`src/rtl/button_pkg.sv`:
```
// Shared definitions for the button conditioner: per-channel debounce FSM
// state encodings and the default confirmation interval.
package button_pkg;

    typedef enum logic [1:0] {
        ST_LOW      = 2'd0,
        ST_CHK_HIGH = 2'd1,
        ST_HIGH     = 2'd2,
        ST_CHK_LOW  = 2'd3
    } db_state_e;

    // 10 ms of stable samples at a 1 MHz system clock.
    localparam int DB_CYCLES_DEFAULT = 10000;

endpackage

```
`src/rtl/debounce_channel.sv`:
```
// One button channel: 2-flop synchronizer, 4-state debounce FSM with a
// stability counter, registered level and one-cycle press/release strobes.
module debounce_channel
    import button_pkg::*;
#(
    parameter int DB_CYCLES = DB_CYCLES_DEFAULT
) (
    input  logic       clk,
    input  logic       rst_n,
    input  logic       ena,
    input  logic       btn_in,
    output logic       level_out,
    output logic       press_pulse,
    output logic       release_pulse,
    output logic [1:0] state_dbg
);

    localparam int               CNT_W   = $clog2(DB_CYCLES);
    localparam logic [CNT_W-1:0] CNT_MAX = CNT_W'(DB_CYCLES - 1);

    logic             meta_q, sync_q;
    db_state_e        state_q, state_d;
    logic [CNT_W-1:0] cnt_q, cnt_d;
    logic             level_q, level_d;
    logic             press_q, press_d;
    logic             release_q, release_d;

    // The synchronizer runs regardless of ena so the FSM sees a fresh level on resume.
    always_ff @(posedge clk or negedge rst_n) begin
        if (!rst_n) begin
            meta_q    <= 1'b0;
            sync_q    <= 1'b0;
            state_q   <= ST_LOW;
            cnt_q     <= '0;
            level_q   <= 1'b0;
            press_q   <= 1'b0;
            release_q <= 1'b0;
        end else begin
            meta_q    <= btn_in;
            sync_q    <= meta_q;
            state_q   <= state_d;
            cnt_q     <= cnt_d;
            level_q   <= level_d;
            press_q   <= press_d;
            release_q <= release_d;
        end
    end

    always_comb begin
        state_d   = state_q;
        cnt_d     = cnt_q;
        level_d   = level_q;
        press_d   = 1'b0;
        release_d = 1'b0;
        if (ena) begin
            case (state_q)
                ST_LOW: begin
                    if (sync_q) begin
                        state_d = ST_CHK_HIGH;
                        cnt_d   = '0;
                    end
                end
                ST_CHK_HIGH: begin
                    if (!sync_q) begin
                        state_d = ST_LOW;
                    end else if (cnt_q == CNT_MAX) begin
                        state_d = ST_HIGH;
                        level_d = 1'b1;
                        press_d = 1'b1;
                    end else begin
                        cnt_d = cnt_q + 1'b1;
                    end
                end
                ST_HIGH: begin
                    if (!sync_q) begin
                        state_d = ST_CHK_LOW;
                        cnt_d   = '0;
                    end
                end
                ST_CHK_LOW: begin
                    if (sync_q) begin
                        state_d = ST_HIGH;
                    end else if (cnt_q == CNT_MAX) begin
                        state_d   = ST_LOW;
                        level_d   = 1'b0;
                        release_d = 1'b1;
                    end else begin
                        cnt_d = cnt_q + 1'b1;
                    end
                end
                default: state_d = ST_LOW;
            endcase
        end
    end

    assign level_out     = level_q;
    assign press_pulse   = press_q;
    assign release_pulse = release_q;
    assign state_dbg     = state_q;

endmodule

```
`src/rtl/button_conditioner.sv`:
```
// N_CH independent debounced button channels sharing one clock, reset and enable.
module button_conditioner
    import button_pkg::*;
#(
    parameter int N_CH      = 3,
    parameter int DB_CYCLES = DB_CYCLES_DEFAULT
) (
    input  logic              clk,
    input  logic              rst_n,
    input  logic              ena,
    input  logic [N_CH-1:0]   btn_in,
    output logic [N_CH-1:0]   level_out,
    output logic [N_CH-1:0]   press_pulse,
    output logic [N_CH-1:0]   release_pulse,
    output logic [2*N_CH-1:0] state_dbg
);

    for (genvar g = 0; g < N_CH; g++) begin : g_ch
        debounce_channel #(
            .DB_CYCLES(DB_CYCLES)
        ) u_ch (
            .clk          (clk),
            .rst_n        (rst_n),
            .ena          (ena),
            .btn_in       (btn_in[g]),
            .level_out    (level_out[g]),
            .press_pulse  (press_pulse[g]),
            .release_pulse(release_pulse[g]),
            .state_dbg    (state_dbg[2*g +: 2])
        );
    end

endmodule

```
`config.mk`:
```
export PLATFORM = sky130hd
export DESIGN_NAME = button_conditioner
export DESIGN_NICKNAME = d
export VERILOG_FILES = /design/src/rtl/button_pkg.sv /design/src/rtl/debounce_channel.sv /design/src/rtl/button_conditioner.sv
export SDC_FILE = /design/constraint.sdc
export NUM_CORES = 1
export LEC_CHECK = 0
export ABC_AREA = 1
export ABC_CLOCK_PERIOD_IN_PS = 3700
export BUFFER_PORTS_ARGS = -buffer_cell sky130_fd_sc_hd__buf_2
export CAP_MARGIN = 40
export CORE_MARGIN = 3
export CORE_UTILIZATION = 36
export CTS_CLUSTER_SIZE = 14
export DETAILED_ROUTE_END_ITERATION = 10
export SYNTH_ARGS = -nofsm -noshare
export SYNTH_HDL_FRONTEND = slang
export SYNTH_SLANG_ARGS = --single-unit
```
`constraint.sdc`:
```
create_clock -name clk -period 3.7 [get_ports clk]
set_clock_uncertainty 0.15 [all_clocks]
set_input_delay 0.74 -clock clk [delete_from_list [all_inputs] [get_ports clk]]
set_output_delay 0.74 -clock clk [all_outputs]
set_load 0.005 [all_outputs]
```
==> results.json, run 1 <==
{
  "status": "finished clean",
  "cpMaxStageDelayCell": "dfrtp_1",
  "drtAntennaViolNets": 0,
  "std_cell_rows": 36,
  "cts_buffers": 9,
  "relSlewSlack": 0.521,
  "core-area_um2": 9950,
  "yosys_register_bits": 63,
  "p_per_area_nw_per_um2": 466,
  "r2r_start": "g_ch[1].u_ch.cnt_q[0]",
  "worstHoldStart": "g_ch[1].u_ch.meta_q",
  "hold_end": "g_ch[1].u_ch.sync_q",
  "cts_hold_repair.buffers": 0,
  "p_leak_uw": 0.00186,
  "syn-cell-area_um2": 3760,
  "place.gp.congestion": 0.856,
  "hpwlAfterDp_um": 5500,
  "finalCritPeriodShare": 0.589,
  "critPathLaunchType": "register",
  "crit_arrival_ns": 1.29,
  "synth_seq_area_share": 0.419,
  "grt_max_degree": 32,
  "cp.required_ns": 2.81,
  "num_io_pins": 21,
  "rr_endpoint": "g_ch[1].u_ch.cnt_q[6]",
  "power_uw": 1890,
  "holdPathStages": 0,
  "rrSetupSlack_ns": 1.63,
  "final_hold_viol_count": 0,
  "dr.first_iter.drc_count": 141,
  "crit_start": "g_ch[0].u_ch.state_dbg[0]",
  "peakVddDrop_v": 0.000175,
  "cp_max_fo": 18,
  "num_vias": 3173,
  "fin_setup_tns_ns": 0,
  "cts_tree": "yes",
  "die_x_um": 108,
  "dieArea_um2": 11700,
  "syn_area_per_cell_um2": 7.26,
  "crit_cells": 1,
  "maxCapViolations": 0,
  "grt_pass1_vias": 2965,
  "synth-edff-count": 0,
  "hold_class": "reg2reg",
  "clk_pin_slew_ns": 0.08,
  "synth_top_area_frac": 0.419,
  "grt_pass1_wl_um": 13900,
  "reg2reg_depth": 8,
  "drt-vias-per-instance": 4.76,
  "synth_top_cell_by_area": "dfrtp_1",
  "fin_nets": 538,
  "drive_above_1_share": 0.118,
  "cp_num_buf_inv": 1,
  "crit_family": "flip-flops",
  "yosysMostFrequentCell": "nand2_1",
  "dr.pass1.iters": 4,
  "cts_max_level": 3,
  "overflow": 0,
  "clk_latency_ns": 0.34,
  "synthArstFlopShare": 1.00,
  "synthTopCellsByArea": "dfrtp_1 42%, nand2_1 17%, nor2_1 7.1%",
  "grt.total_usage": 0.145,
  "hold-worst-slack_ns": 0.201,
  "cts_setup_buffers": 0,
  "ys_top_cells_by_count": "174 x nand2_1, 71 x nor2_1, 63 x dfrtp_1",
  "grt_setup_unrepaired": "no",
  "critical_path_class": "reg2out",
  "endpoint_kind": "output port",
  "drt_wl_total_um": 7710,
  "numClockSinks": 63,
  "root_buffer": "clkbuf_8",
  "post_drt_wl_per_cell_um": 11.6,
  "setup_viol": 0,
  "period_needed_ns": 2.18,
  "ys_types": 30,
  "area_growth_pct": 8.12,
  "numPortBuffers": 20,
  "slew_viol_final": 0,
  "post-route-util": 0.408,
  "fmax_ghz": 0.459,
  "slowest_delay_ns": 0.73,
  "path_cells": "buf_2",
  "synth_nets": 527,
  "antennaDiodeCount": 0,
  "cts_buffer_depth": 2,
  "post_cts_resized": 0,
  "die_y_um": 108,
  "start_util": 0.378,
  "worst_slew_pin_slew_ns": 0.718,
  "yosysWarnings": 0,
  "syn_inst": 518,
  "remaining_drc_errors": 0,
  "synth_flop_cell": "dfrtp_1",
  "grt_antenna_before_repair": 0
}
[logic make-up (layout without fill, tap and decap cells)]
group	after synthesis	in the layout	synth area share
simple gates	333	333	0.383
buf+inv	67	83	0.0932
flops	63	63	0.419
compound gates	36	36	0.0576
xor+xnor	16	16	0.0373
fa+ha+maj	3	3	0.00998
[layout by cell type (no fill, tap or decap)]
master and instances:
nand2_2 4, o21ai_2 7, a21oi_1 1, clkinvlp_4 1, nand3_1 46, bufinv_16 1, o21bai_1 4, or2_2 5
buf_2 20, clkbuf_8 9, nor3_2 2, nand3b_1 2, inv_2 2, xor2_1 13, dfrtp_1 63, nand4_1 20
ha_1 3, nor3_1 3, o21ai_0 24, nor2_4 1, clkinv_4 3, nor2_2 1, nor2_1 71, nor3b_1 1
nand3_2 1, xnor2_1 3, inv_6 2, nand2_4 2, buf_4 2, nand2_1 174, inv_1 43
[per-layer routing]
metal	wire length, um	up-vias	GRT usage
met4	92	0	0.0559
li1	-	1663	-
met3	295	7	0.0322
met5	0	-	0
met2	3400	43	0.225
met1	3920	1460	0.198
[through the flow]
step / instance area (um2) / worst slack (ns) / cells
floorplan: 3760 / 1.83 / 518
global placement: 3860 / 1.60 / 651
detailed placement: 3860 / 1.56 / 651
CTS: 4070 / 1.48 / 667
global route: 4070 / 1.33 / 667
finish: 4070 / 1.52 / 667
[state kept, by name (all words and copies together) (netlist names), named ones only]
name	cells
g_ch.u_ch.cnt_q	42
g_ch.u_ch.level_out	3
g_ch.u_ch.meta_q	3
g_ch.u_ch.press_pulse	3
g_ch.u_ch.release_pulse	3
g_ch.u_ch.state_dbg	3
g_ch.u_ch.sync_q	3
[power breakdown]
group          total, uW  switching (uW)  internal (uW)
logic                383             262            121
clock network        627             308            319
registers            884             129            755
total               1890             698           1190
[how the worst max path moves through the flow]
| stage | to |
|---|---|
| 4_1_cts | state_dbg[2] |
| 3_5_place_dp | g_ch[1].u_ch.cnt_q[7] |
| 2_1_floorplan | g_ch[2].u_ch.cnt_q[2] |
| 6_report | state_dbg[0] |
| 5_1_grt | g_ch[1].u_ch.cnt_q[6] |
| 3_3_place_gp | g_ch[1].u_ch.cnt_q[8] |
[cell type report]
class	instances	area [um2]
Clock buffer	9	124
Fill cell	1007	5890
Inverter	45	169
Tap cell	133	166
Sequential cell	63	1580
Clock inverter	7	81.3
Timing Repair Buffer	22	115
Multi-Input combinational cell	388	1830
No activity file was read; power rests on OpenSTA's default activity.
==> run 2, diff against run 1 <==
--- a/config.mk
+++ b/config.mk
@@ -6,7 +6,7 @@
 export NUM_CORES = 1
 export LEC_CHECK = 0
 export ABC_AREA = 1
-export ABC_CLOCK_PERIOD_IN_PS = 3700
+export ABC_CLOCK_PERIOD_IN_PS = 2200
 export BUFFER_PORTS_ARGS = -buffer_cell sky130_fd_sc_hd__buf_2
 export CAP_MARGIN = 40
 export CORE_MARGIN = 3
==> constraint.sdc (replaced) <==
create_clock -name clk -period 2.2 [get_ports clk]
set_clock_uncertainty 0.15 [all_clocks]
set_input_delay 0.44 -clock clk [delete_from_list [all_inputs] [get_ports clk]]
set_output_delay 0.44 -clock clk [all_outputs]
set_load 0.005 [all_outputs]
==> run 2 against run 1 <==
  * Register-to-register slack worse by 1.4 ns
  * Worst setup slack worse by 1.3 ns
  * Non-clock buffer count is 4 higher
  * Clock power is 120% higher
  * Power is 88% higher
  * Sequential power is 62% higher
  * Utilization is 1.3 points higher
  * Via count is 0.13% higher
  * Critical path depth is 9 higher
  * Wire length is 2.3% lower
  * Critical endpoint is now g_ch[0].u_ch.cnt_q[7]
==> results.json, run 2 (same netlist as run 1, synthesis figures left out) <==
{
  "p_leak_uw": 0.00192,
  "fmax_ghz": 0.503,
  "numClockSinks": 63,
  "fin_ws_ns": 0.212,
  "place_inst": 654,
  "status": "finished clean",
  "crit_arrival_ns": 2.06,
  "path_cells": "ha_1 > inv_1 > nor2_4 > nand3_2 > nor2_2 > nand2_2 > nand2_8 > inv_1 > nand2_1 > nand2_1",
  "cts_buffers": 9,
  "numPortBuffers": 20,
  "die_x_um": 108,
  "clk_latency_ns": 0.33,
  "period_needed_ns": 1.99,
  "grt_setup_unrepaired": "no",
  "antennaDiodeCount": 0,
  "final_hold_viol_count": 0,
  "fin_setup_tns_ns": 0,
  "finalNonFillerCells": 671,
  "num_io_pins": 21,
  "num_vias": 3177,
  "cpMaxStageDelayCell": "dfrtp_1",
  "largest_reg_flops": 42,
  "cp_max_fo": 28,
  "slowest_delay_ns": 0.43,
  "drt_wl_total_um": 7540,
  "clk_pin_slew_ns": 0.07,
  "mostFrequentLayoutCell": "nand2_1",
  "peakVddDrop_v": 0.000300,
  "slew_viol_final": 0,
  "drive_above_1_share": 0.121,
  "cts_setup_buffers": 0,
  "cp_num_buf_inv": 2,
  "start_util": 0.378,
  "critPathLaunchType": "register",
  "maxCapViolations": 0,
  "finalCritPeriodShare": 0.904,
  "mostFrequentLayoutCells": "174 x nand2_1, 71 x nor2_1, 63 x dfrtp_1, 46 x nand3_1, 43 x inv_1",
  "hpwlAfterDp_um": 5310,
  "fin_nets": 542,
  "root_buffer": "clkbuf_8",
  "std_cell_rows": 36,
  "remaining_drc_errors": 0,
  "regMostFlops": "g_ch.u_ch.cnt_q",
  "cp.required_ns": 2.28,
  "cts_max_level": 3,
  "worst_slew_pin_slew_ns": 0.431,
  "endpoint_kind": "register",
  "relSlewSlack": 0.713,
  "die_y_um": 108,
  "dr.pass1.iters": 4,
  "grt_max_degree": 64,
  "grt_pass1_wl_um": 13600,
  "crit_family": "simple AND/OR/NAND/NOR gates",
  "dr.first_iter.drc_count": 184,
  "hold_class": "in2reg",
  "overflow": 0,
  "cts_buffer_depth": 2,
  "critical_path_class": "reg2reg",
  "post_drt_wl_per_cell_um": 11.2,
  "p_per_area_nw_per_um2": 848,
  "dp_slack_ns": 0.161,
  "grt_pass1_vias": 2992,
  "drt-vias-per-instance": 4.73,
  "place.gp.congestion": 0.865,
  "grt_antenna_before_repair": 0,
  "grt.total_usage": 0.142,
  "drtAntennaViolNets": 0,
  "core-area_um2": 9950,
  "area_growth_pct": 11.4,
  "post-route-util": 0.421,
  "dieArea_um2": 11700,
  "cts_tree": "yes",
  "fill_cells": 1011,
  "place_area_um2": 3890,
  "design_area_um2": 4190,
  "setup_viol": 0
}
[run 2: worst paths after layout]
check	slack, ns	cells past startpoint	to	startpoint
max in group asynchronous	1.13	3	g_ch[2].u_ch.cnt_q[6]	rst_n
worst min register to register	0.20	0	g_ch[0].u_ch.sync_q	g_ch[0].u_ch.meta_q
worst min-delay path	0.06	1	g_ch[1].u_ch.meta_q	btn_in[1]
worst max register to register	0.21	10	g_ch[0].u_ch.cnt_q[7]	g_ch[0].u_ch.cnt_q[0]
worst max-delay path	0.21	10	g_ch[0].u_ch.cnt_q[7]	g_ch[0].u_ch.cnt_q[0]
min in group asynchronous	0.49	3	g_ch[0].u_ch.release_pulse	rst_n
[run 2: area by class of cell]
cell class / instances / area (um2) / area share
Tap cell: 133 / 166 / 0.0397
Inverter: 45 / 170 / 0.0406
Timing Repair Buffer: 26 / 160 / 0.0382
Sequential cell: 63 / 1580 / 0.376
Multi-Input combinational cell: 388 / 1850 / 0.441
Clock inverter: 5 / 129 / 0.0308
Clock buffer: 11 / 141 / 0.0337
[run 2: report_power, final]
group          internal [uW]  switching (uW)
clock                    902             466
sequential              1270             158
combinational            250             503
[run 2: stage by stage]
stage	hold slack, ns	power, uW
final	0.0597	3550
after detailed placement	0.186	2200
after floorplan	-0.00559	2030
after global placement	0.184	2190
after CTS	0.0340	3600
after global routing	0.0437	3800
[run 2: timing repair]
action                                  4_1_cts  5_1_grt
endpoints found under the setup margin        0       17
endpoints found under the hold margin        63        0
hold buffers                                  1        0
resized for setup                             0        3
[run 2: layer usage]
metal | up-vias | global-route usage | wire length, um
li1 | 1661 | - | -
met1 | 1450 | 0.197 | 3880
met2 | 54 | 0.217 | 3260
met3 | 12 | 0.0227 | 257
met4 | 0 | 0.0622 | 140
met5 | - | 0 | 0
[run 2: worst register-to-register path, cell delays in order, from the launching register on]
cell	delay [ns]
dfrtp_1	0.43
ha_1	0.28
inv_1	0.10
nor2_4	0.16
nand3_2	0.11
nor2_2	0.15
nand2_2	0.12
nand2_8	0.20
inv_1	0.08
nand2_1	0.07
nand2_1	0.04
==> run 3, diff against run 2 <==
--- a/config.mk
+++ b/config.mk
@@ -6,7 +6,7 @@
 export NUM_CORES = 1
 export LEC_CHECK = 0
 export ABC_AREA = 1
-export ABC_CLOCK_PERIOD_IN_PS = 2200
+export ABC_CLOCK_PERIOD_IN_PS = 1880
 export BUFFER_PORTS_ARGS = -buffer_cell sky130_fd_sc_hd__buf_2
 export CAP_MARGIN = 40
 export CORE_MARGIN = 3
==> constraint.sdc (replaced) <==
create_clock -name clk -period 1.88 [get_ports clk]
set_clock_uncertainty 0.15 [all_clocks]
set_input_delay 0.376 -clock clk [delete_from_list [all_inputs] [get_ports clk]]
set_output_delay 0.376 -clock clk [all_outputs]
set_load 0.005 [all_outputs]
==> run 3 against run 2 <==
  * Critical path depth shrank 1
  * Clock power shrank 15%
  * Global-route usage grew 0.73 points
  * Utilization grew 1.2 points
  * Cell count grew 2.8%
  * Critical path type unchanged
  * Largest cell class unchanged
==> results.json, run 3 (same netlist as run 1, synthesis figures left out) <==
{
  "drive_above_1_share": 0.154,
  "clk_pin_slew_ns": 0.08,
  "maxCapViolations": 0,
  "drt_wl_total_um": 8120,
  "netSwitchingFraction": 0.357,
  "dr.pass1.iters": 5,
  "switching_power_uw": 1370,
  "peakVddDrop_v": 0.000361,
  "hold_end": "g_ch[2].u_ch.sync_q",
  "cpMaxStageDelayCell": "dfrtp_2",
  "crit_family": "simple AND/OR/NAND/NOR gates",
  "p_per_area_nw_per_um2": 893,
  "numPortBuffers": 20,
  "regMostFlops": "g_ch.u_ch.cnt_q",
  "root_buffer": "clkbuf_8",
  "drt-vias-per-instance": 4.76,
  "worstHoldStart": "g_ch[2].u_ch.meta_q",
  "cts_buffer_depth": 2,
  "reg2reg_depth": 9,
  "std_cell_rows": 36,
  "fin_ws_ns": 0.143,
  "grt.total_usage": 0.149,
  "die_y_um": 108,
  "relSlewSlack": 0.689,
  "grt_pass1_vias": 3008,
  "dr.first_iter.drc_count": 183,
  "crit_top_cell": "nor2_4",
  "period_needed_ns": 1.74,
  "clk_latency_ns": 0.34,
  "hold_class": "reg2reg",
  "area_growth_pct": 14.6,
  "p_seq_frac": 0.437,
  "rr_endpoint": "g_ch[0].u_ch.cnt_q[9]",
  "num_vias": 3284,
  "cp_num_buf_inv": 2,
  "mostFrequentLayoutCells": "173 x nand2_1, 70 x nor2_1, 61 x dfrtp_1, 45 x nand3_1, 43 x inv_1",
  "cp.required_ns": 1.95,
  "fmax_ghz": 0.576,
  "die_x_um": 108,
  "place.gp.congestion": 0.881,
  "final_hold_viol_count": 0,
  "grt_antenna_before_repair": 0,
  "critical_path_class": "reg2reg",
  "grt_setup_unrepaired": "no",
  "largest_reg_flops": 42,
  "p_leak_uw": 0.00199,
  "p_int_uw": 2470,
  "p_clk_frac": 0.303,
  "fin_setup_tns_ns": 0,
  "rrSetupSlack_ns": 0.14,
  "hpwlAfterDp_um": 5900,
  "start_util": 0.378,
  "cts_buffers": 9,
  "post_drt_wl_per_cell_um": 11.8,
  "status": "finished clean",
  "endpoint_kind": "register",
  "pwr-share-comb": 0.260,
  "post-route-util": 0.433,
  "finalCritPeriodShare": 0.924,
  "power_uw": 3850,
  "overflow": 0,
  "dieArea_um2": 11700,
  "slowest_delay_ns": 0.41,
  "worst_slew_pin_slew_ns": 0.467,
  "num_io_pins": 21,
  "cp_max_fo": 15,
  "antennaDiodeCount": 0,
  "fin_nets": 561,
  "remaining_drc_errors": 0,
  "crit_arrival_ns": 1.80,
  "path_cells": "ha_1 > inv_1 > nor2_4 > nand3_2 > nor2_4 > nand2_2 > nand2_4 > buf_12 > o21ai_0",
  "r2r_start": "g_ch[0].u_ch.cnt_q[0]",
  "cts_max_level": 3,
  "cts_tree": "yes",
  "slew_viol_final": 0,
  "grt_pass1_wl_um": 13900,
  "setup_viol": 0,
  "drtAntennaViolNets": 0,
  "dp_slack_ns": 0.0329,
  "grt_max_degree": 29,
  "core-area_um2": 9950,
  "holdPathStages": 0,
  "numClockSinks": 63,
  "critPathLaunchType": "register",
  "mostFrequentLayoutCell": "nand2_1"
}
[run 3: cell count changes in the layout (fill, tap and decap cells not counted), moves of 2 or more]
| cell | before | now |
|---|---|---|
| clkinv_2 | 1 | 3 |
| dfrtp_2 | 0 | 2 |
| dfrtp_1 | 63 | 61 |
| buf_12 | 1 | 4 |
| bufinv_16 | 4 | 1 |
| buf_4 | 4 | 16 |
| dlygate4sd3_1 | 1 | 4 |
| nand2_2 | 3 | 5 |
[run 3: worst max path at each step]
stage,start,end,depth (start not counted)
2_1_floorplan,g_ch[2].u_ch.cnt_q[0],g_ch[2].u_ch.cnt_q[6],9
3_3_place_gp,g_ch[2].u_ch.cnt_q[1],g_ch[2].u_ch.cnt_q[1],9
3_5_place_dp,g_ch[2].u_ch.cnt_q[1],g_ch[2].u_ch.cnt_q[7],9
4_1_cts,g_ch[2].u_ch.cnt_q[1],g_ch[2].u_ch.cnt_q[7],9
5_1_grt,g_ch[0].u_ch.cnt_q[0],g_ch[0].u_ch.cnt_q[9],9
6_report,g_ch[0].u_ch.cnt_q[0],g_ch[0].u_ch.cnt_q[9],9
[run 3: area by class of cell]
cell class                 instances  area [um2]
clock buffer                      10         128
clock inverter                     6        61.3
fill                            1006        5650
inverter                          45         174
multi-input combinational        388        1850
sequential                        63        1580
tap                              133         166
timing repair buffer              45         352
[run 3: layer usage]
layer / part of all wire / track usage / vias to the layer above
li1: - / - / 1711
met1: 0.50 / 0.204 / 1502
met2: 0.44 / 0.230 / 63
met3: 0.047 / 0.0436 / 8
met4: 0.010 / 0.0406 / 0
met5: 0 / 0 / -
[run 3: timing repair]
action	4_1_cts	5_1_grt
hold buffers	4	0
buffers inserted	0	1
resized for setup	0	10
endpoints found under the setup margin	0	37
endpoints found under the hold margin	19	0
[run 3: through the flow]
step,hold WS (ns),instance area [um2],instances
finish,0.202,4310,690
CTS,0.201,4270,689
global placement,0.184,4050,669
global route,0.214,4310,690
floorplan,-0.0696,3760,518
detailed placement,0.185,4050,669
[run 3: power by group through the flow]
stage                     Combinational (uW)  Sequential [uW]  Clock (uW)
after floorplan                          738             1640           0
after global placement                   966             1690           0
after detailed placement                 981             1700           0
after CTS                                994             1680        1210
after global routing                    1140             1710        1280
final                                   1000             1680        1170
[run 3: worst reg2reg max path: cells and delay by family, from the launching register on]
family,cells,cell delay (ns)
buffers and inverters,2,0.21
AOI/OAI and AO/OA,1,0.10
and+or+nand+nor,5,0.57
adders and majority gates,1,0.18
DFF,1,0.41
